--- src/rtl/vga_timing_pkg.sv ---
// VGA 640x480@60 raster timing constants and coordinate type.
// Shared by the sync generator and anything decoding DrawX/DrawY.
package vga_timing_pkg;

  localparam int H_ACTIVE = 640;
  localparam int H_FP     = 16;
  localparam int H_SYNC   = 96;
  localparam int H_BP     = 48;
  localparam int H_TOTAL  = H_ACTIVE + H_FP + H_SYNC + H_BP;

  localparam int H_SYNC_START = H_ACTIVE + H_FP;
  localparam int H_SYNC_END   = H_SYNC_START + H_SYNC - 1;

  localparam int V_ACTIVE = 480;
  localparam int V_FP     = 10;
  localparam int V_SYNC   = 2;
  localparam int V_BP     = 33;
  localparam int V_TOTAL  = V_ACTIVE + V_FP + V_SYNC + V_BP;

  localparam int V_SYNC_START = V_ACTIVE + V_FP;
  localparam int V_SYNC_END   = V_SYNC_START + V_SYNC - 1;

  localparam int COORD_W = 10;

  typedef logic [COORD_W-1:0] coord_t;

  function automatic logic in_range(
    input coord_t v,
    input coord_t lo,
    input coord_t hi
  );
    return (v >= lo) && (v <= hi);
  endfunction

endpackage

--- src/rtl/sync_delay_line.sv ---
// 1-bit shift register of configurable depth and reset value,
// used to line sync/blank up with downstream colour latency.
module sync_delay_line #(
  parameter int DEPTH   = 2,
  parameter bit RST_VAL = 1'b0
) (
  input  logic vga_clk,
  input  logic reset_n,
  input  logic d,
  output logic q
);

  generate
    if (DEPTH == 0) begin : g_wire
      assign q = d;
    end else begin : g_sr
      logic [DEPTH-1:0] sr;

      always_ff @(posedge vga_clk or negedge reset_n) begin
        if (!reset_n) begin
          sr <= {DEPTH{RST_VAL}};
        end else begin
          sr <= (sr << 1) | DEPTH'(d);
        end
      end

      assign q = sr[DEPTH-1];
    end
  endgenerate

endmodule

--- src/rtl/vga_sync_gen.sv ---
// VGA raster generator: counters, registered blank/sync decode,
// delayed sync copies and a frame-locked animation index.
module vga_sync_gen #(
  parameter int H_ACTIVE    = vga_timing_pkg::H_ACTIVE,
  parameter int H_FP        = vga_timing_pkg::H_FP,
  parameter int H_SYNC      = vga_timing_pkg::H_SYNC,
  parameter int H_BP        = vga_timing_pkg::H_BP,
  parameter int V_ACTIVE    = vga_timing_pkg::V_ACTIVE,
  parameter int V_FP        = vga_timing_pkg::V_FP,
  parameter int V_SYNC      = vga_timing_pkg::V_SYNC,
  parameter int V_BP        = vga_timing_pkg::V_BP,
  parameter int PIPE_DLY    = 2,
  parameter int ANIM_DIV    = 8,
  parameter int ANIM_FRAMES = 3
) (
  input  logic       vga_clk,
  input  logic       reset_n,
  input  logic       anim_en,
  input  logic       anim_restart,
  output logic [9:0] DrawX,
  output logic [9:0] DrawY,
  output logic       blank,
  output logic       hs,
  output logic       vs,
  output logic       hs_dly,
  output logic       vs_dly,
  output logic       blank_dly,
  output logic       frame_start,
  output logic [1:0] anim_frame
);

  import vga_timing_pkg::*;

  localparam int HT = H_ACTIVE + H_FP + H_SYNC + H_BP;
  localparam int VT = V_ACTIVE + V_FP + V_SYNC + V_BP;

  localparam coord_t H_LAST = coord_t'(HT - 1);
  localparam coord_t V_LAST = coord_t'(VT - 1);
  localparam coord_t H_VIS  = coord_t'(H_ACTIVE);
  localparam coord_t V_VIS  = coord_t'(V_ACTIVE);
  localparam coord_t HS_LO  = coord_t'(H_ACTIVE + H_FP);
  localparam coord_t HS_HI  = coord_t'(H_ACTIVE + H_FP + H_SYNC - 1);
  localparam coord_t VS_LO  = coord_t'(V_ACTIVE + V_FP);
  localparam coord_t VS_HI  = coord_t'(V_ACTIVE + V_FP + V_SYNC - 1);

  localparam int DIV_W = (ANIM_DIV > 1) ? $clog2(ANIM_DIV) : 1;

  localparam logic [DIV_W-1:0] DIV_LAST = DIV_W'(ANIM_DIV - 1);
  localparam logic [1:0]       AF_LAST  = 2'(ANIM_FRAMES - 1);

  coord_t           hc;
  coord_t           vc;
  coord_t           hc_nxt;
  coord_t           vc_nxt;
  logic             h_wrap;
  logic             f_wrap;
  logic             blank_nxt;
  logic             hs_nxt;
  logic             vs_nxt;
  logic [DIV_W-1:0] div;

  // Decode from the next count so the flags register alongside it.
  always_comb begin
    h_wrap    = (hc == H_LAST);
    f_wrap    = h_wrap && (vc == V_LAST);
    hc_nxt    = h_wrap ? '0 : hc + 1'b1;
    vc_nxt    = vc;
    if (h_wrap) begin
      vc_nxt = (vc == V_LAST) ? '0 : vc + 1'b1;
    end
    blank_nxt = (hc_nxt < H_VIS) && (vc_nxt < V_VIS);
    hs_nxt    = !in_range(hc_nxt, HS_LO, HS_HI);
    vs_nxt    = !in_range(vc_nxt, VS_LO, VS_HI);
  end

  always_ff @(posedge vga_clk or negedge reset_n) begin
    if (!reset_n) begin
      hc          <= '0;
      vc          <= '0;
      blank       <= 1'b1;
      hs          <= 1'b1;
      vs          <= 1'b1;
      frame_start <= 1'b0;
    end else begin
      hc          <= hc_nxt;
      vc          <= vc_nxt;
      blank       <= blank_nxt;
      hs          <= hs_nxt;
      vs          <= vs_nxt;
      frame_start <= f_wrap;
    end
  end

  // Steps on the wrap edge, so the new index appears with frame_start.
  always_ff @(posedge vga_clk or negedge reset_n) begin
    if (!reset_n) begin
      div        <= '0;
      anim_frame <= '0;
    end else if (anim_restart) begin
      div        <= '0;
      anim_frame <= '0;
    end else if (f_wrap && anim_en) begin
      if (div == DIV_LAST) begin
        div        <= '0;
        anim_frame <= (anim_frame == AF_LAST) ? 2'd0 : anim_frame + 2'd1;
      end else begin
        div <= div + 1'b1;
      end
    end
  end

  assign DrawX = hc;
  assign DrawY = vc;

  sync_delay_line #(
    .DEPTH   (PIPE_DLY),
    .RST_VAL (1'b1)
  ) u_hs_dly (
    .vga_clk (vga_clk),
    .reset_n (reset_n),
    .d       (hs),
    .q       (hs_dly)
  );

  sync_delay_line #(
    .DEPTH   (PIPE_DLY),
    .RST_VAL (1'b1)
  ) u_vs_dly (
    .vga_clk (vga_clk),
    .reset_n (reset_n),
    .d       (vs),
    .q       (vs_dly)
  );

  sync_delay_line #(
    .DEPTH   (PIPE_DLY),
    .RST_VAL (1'b0)
  ) u_blank_dly (
    .vga_clk (vga_clk),
    .reset_n (reset_n),
    .d       (blank),
    .q       (blank_dly)
  );

endmodule

--- config.mk ---
export PLATFORM = sky130hd
export DESIGN_NAME = vga_sync_gen
export DESIGN_NICKNAME = d
export VERILOG_FILES = /design/src/rtl/vga_timing_pkg.sv /design/src/rtl/sync_delay_line.sv /design/src/rtl/vga_sync_gen.sv
export SDC_FILE = /design/constraint.sdc
export NUM_CORES = 1
export LEC_CHECK = 0
export CAP_MARGIN = 15
export CORE_MARGIN = 3
export CORE_UTILIZATION = 29
export CTS_BUF_LIST = sky130_fd_sc_hd__clkbuf_4 sky130_fd_sc_hd__clkbuf_8 sky130_fd_sc_hd__clkbuf_16
export DETAILED_ROUTE_END_ITERATION = 10
export DONT_BUFFER_PORTS = 1
export PLACE_DENSITY = 0.45
export SYNTH_ARGS = -nofsm -noshare
export SYNTH_HDL_FRONTEND = slang
export SYNTH_HIERARCHICAL = 1
export SYNTH_SLANG_ARGS = --single-unit
--- constraint.sdc ---
create_clock -name vga_clk -period 6.1 [get_ports vga_clk]
set_input_delay 1.83 -clock vga_clk [delete_from_list [all_inputs] [get_ports vga_clk]]
set_output_delay 1.83 -clock vga_clk [all_outputs]
set_load 0.02 [all_outputs]
==> impl_metrics.json <==
{
  "worstPathArrival_ns": 0.94,
  "avgSynthCellArea_um2": 10.2,
  "grt-ovfl-total": 0,
  "finalHoldViolCount": 0,
  "synth_area_leaders": "dfrtp_1, dfstp_2, ha_1, xnor2_1, nand2_1",
  "leakage_nw": 0.776,
  "p_per_area_mw_per_mm2": 230,
  "hold_class": "flip-flop to flip-flop",
  "crit_end": "DrawY[3]",
  "slew_headroom_pct": 51.8,
  "rsz0062_at_grt": "false",
  "antenna_found_initial": 0,
  "clk_pin_slew_ns": 0.07,
  "syn_nets": 180,
  "reg2reg_depth": 6,
  "path_class": "flip-flop to output port",
  "synth_edf_count": 0,
  "seq_area_frac_synth_pct": 51.0,
  "r2r_setup_slack_ns": 3.55,
  "fp.coreArea_mm2": 0.00564,
  "seqCellArea_um2": 885,
  "dieHeight_um": 83.4,
  "grt_pass1_vias": 1234,
  "drc": 0,
  "synth_top_area_cell": "dfrtp_1",
  "met2RoutedLength_um": 1650,
  "drt-total-wl_um": 3770,
  "fin_setup_tns_ns": 0,
  "drive_gt1_share_pct": 12.3,
  "final_cell_mix": "dfrtp_1, nand2_1, nor2_1",
  "initial_core_util_pct": 30.8,
  "cp.depth": 0,
  "wl_met1_um": 1770,
  "die_area_mm2": 0.00695,
  "cts-resized-gates": 0,
  "fillers": 568,
  "grt_pass1_wl_um": 6240,
  "h-tree-depth": 2,
  "power_w": 0.000439,
  "rr_endpoint": "vs",
  "route.met3.wl_um": 298,
  "n_antenna_cell": 0,
  "synthToLayoutAreaGrowth_pct": 9.88,
  "cap_viol_max_count": 0,
  "synth_seq_cells": 35,
  "crit_start": "DrawY[3]",
  "dr.first_iter.drc_count": 65,
  "critPathMaxFanout": 11,
  "io_buffers": 0,
  "clock-sinks": 35,
  "finalInstanceArea_mm2": 0.00191,
  "synth_top_area_share_pct": 40.4,
  "slew_violations": 0,
  "globalplace.congestion": 0.851,
  "irDropWorstVdd_v": 0.000130,
  "crit_path_end_kind": "output port",
  "min_period_over_period_pct": 45.4,
  "grt_usage_pct": 11.3,
  "dp_cells": 235,
  "fmax_mhz": 361,
  "cts_setup_buffers": 0,
  "drtPass1Iterations": 4,
  "synthArstFlopShare_pct": 100,
  "cts_buffers": 5,
  "synth-warning-count": 6,
  "cts_buffer_depth": 2,
  "skew_ns": 0.00583,
  "pin_count": 33,
  "top_layer": "met4",
  "place_area_mm2": 0.00179,
  "die_w_um": 83.4,
  "nNetsFinal": 180,
  "syn_inst": 170,
  "dpl.hpwl_um": 2750,
  "setup_viol": 0,
  "worstPathRequired_ns": 4.27,
  "outcome": "completed",
  "syn_area_mm2": 0.00174,
  "vias_per_cell": 5.09,
  "cts-root-buf": "clkbuf_8",
  "tritoncts": "yes",
  "vias": 1237,
  "final_cells": 243,
  "fin_crit_ns": 2.77,
  "wl_per_cell_um": 15.5,
  "yosysUniqueCellTypes": 45,
  "grt_max_degree": 36,
  "rows": 27,
  "setup.worst_path.start_class": "flip-flop",
  "clk-insertion-delay-late_ns": 0.29,
  "finish.utilization_pct": 33.8,
  "multi_input_area_um2": 790,
  "mostFrequentLayoutCell": "dfrtp_1",
  "synth_ff_type": "dfrtp_1",
  "final_antenna_net_count": 0,
  "hold_buffers": 0,
  "worstMarginPinSlew_ns": 0.716,
  "r2r-start": "DrawX[0]"
}
==> stage by stage <==
stage               hold WS (ns)  worst slack, ns
floorplan                  0.331             3.55
global placement           0.343             3.52
detailed placement         0.339             3.46
CTS                        0.356             3.31
global route               0.360             3.26
finish                     0.352             3.33
==> report_power, final <==
part,internal (W),switching (W)
Sequential,0.000232,0
Clock,0.000122,0.0000849
Combinational,0.0000000205,0
Total,0.000354,0.0000849
==> synthesized netlist by cell type, drive strengths merged (2+ instances only) <==
cell    count
nand4       9
nand3      10
o21ai       5
o22ai       2
buf         2
o31ai       2
dfstp       7
inv         6
nor3        4
or4         2
dfrtp      28
or3b        2
nand2      16
clkbuf      6
nor4        2
xor2        3
nor3b       3
or3         6
a21oi       8
nand4b      2
nor2       14
xnor2       8
ha          6
==> registers in the layout (all words and copies together) (netlist names) <==
| register | cells |
|---|---|
| u_vs_dly/g_sr.sr | 2 |
| frame_start | 1 |
| DrawX | 10 |
| anim_frame | 2 |
| u_blank_dly/g_sr.sr | 2 |
| vs | 1 |
| u_hs_dly/g_sr.sr | 2 |
| div | 3 |
| hs | 1 |
| blank | 1 |
| DrawY | 10 |
==> area by class of cell <==
cell class | instances | area share (%)
Sequential cell | 35 | 46.4
Clock inverter | 3 | 2.30
Timing Repair Buffer | 1 | 0.394
Multi-Input combinational cell | 121 | 41.4
Tap cell | 72 | 4.72
Inverter | 6 | 1.18
Clock buffer | 5 | 3.61
==> per-layer routing <==
layer	track usage [%]	vias to the layer above
met4	4.46	0
li1	-	609
met1	14.3	586
met3	4.46	5
met5	0	-
met2	17.1	37
==> cells by family after synthesis <==
group	synth area share, %
mux	1.23
compound gates	10.2
buf+inv	3.53
xor+xnor	5.55
fa+ha+maj	4.33
simple gates	24.2
flops	51.0
==> worst min-delay path by stage <==
stage	from	to	cells past startpoint
2_1_floorplan	u_blank_dly/g_sr.sr[0]	u_blank_dly/g_sr.sr[1]	0
3_3_place_gp	u_blank_dly/g_sr.sr[0]	u_blank_dly/g_sr.sr[1]	0
3_5_place_dp	u_blank_dly/g_sr.sr[0]	u_blank_dly/g_sr.sr[1]	0
4_1_cts	u_vs_dly/g_sr.sr[0]	u_vs_dly/g_sr.sr[1]	0
5_1_grt	u_blank_dly/g_sr.sr[0]	u_blank_dly/g_sr.sr[1]	0
6_report	u_vs_dly/g_sr.sr[0]	u_vs_dly/g_sr.sr[1]	0
(Power assumes the default switching activity.)
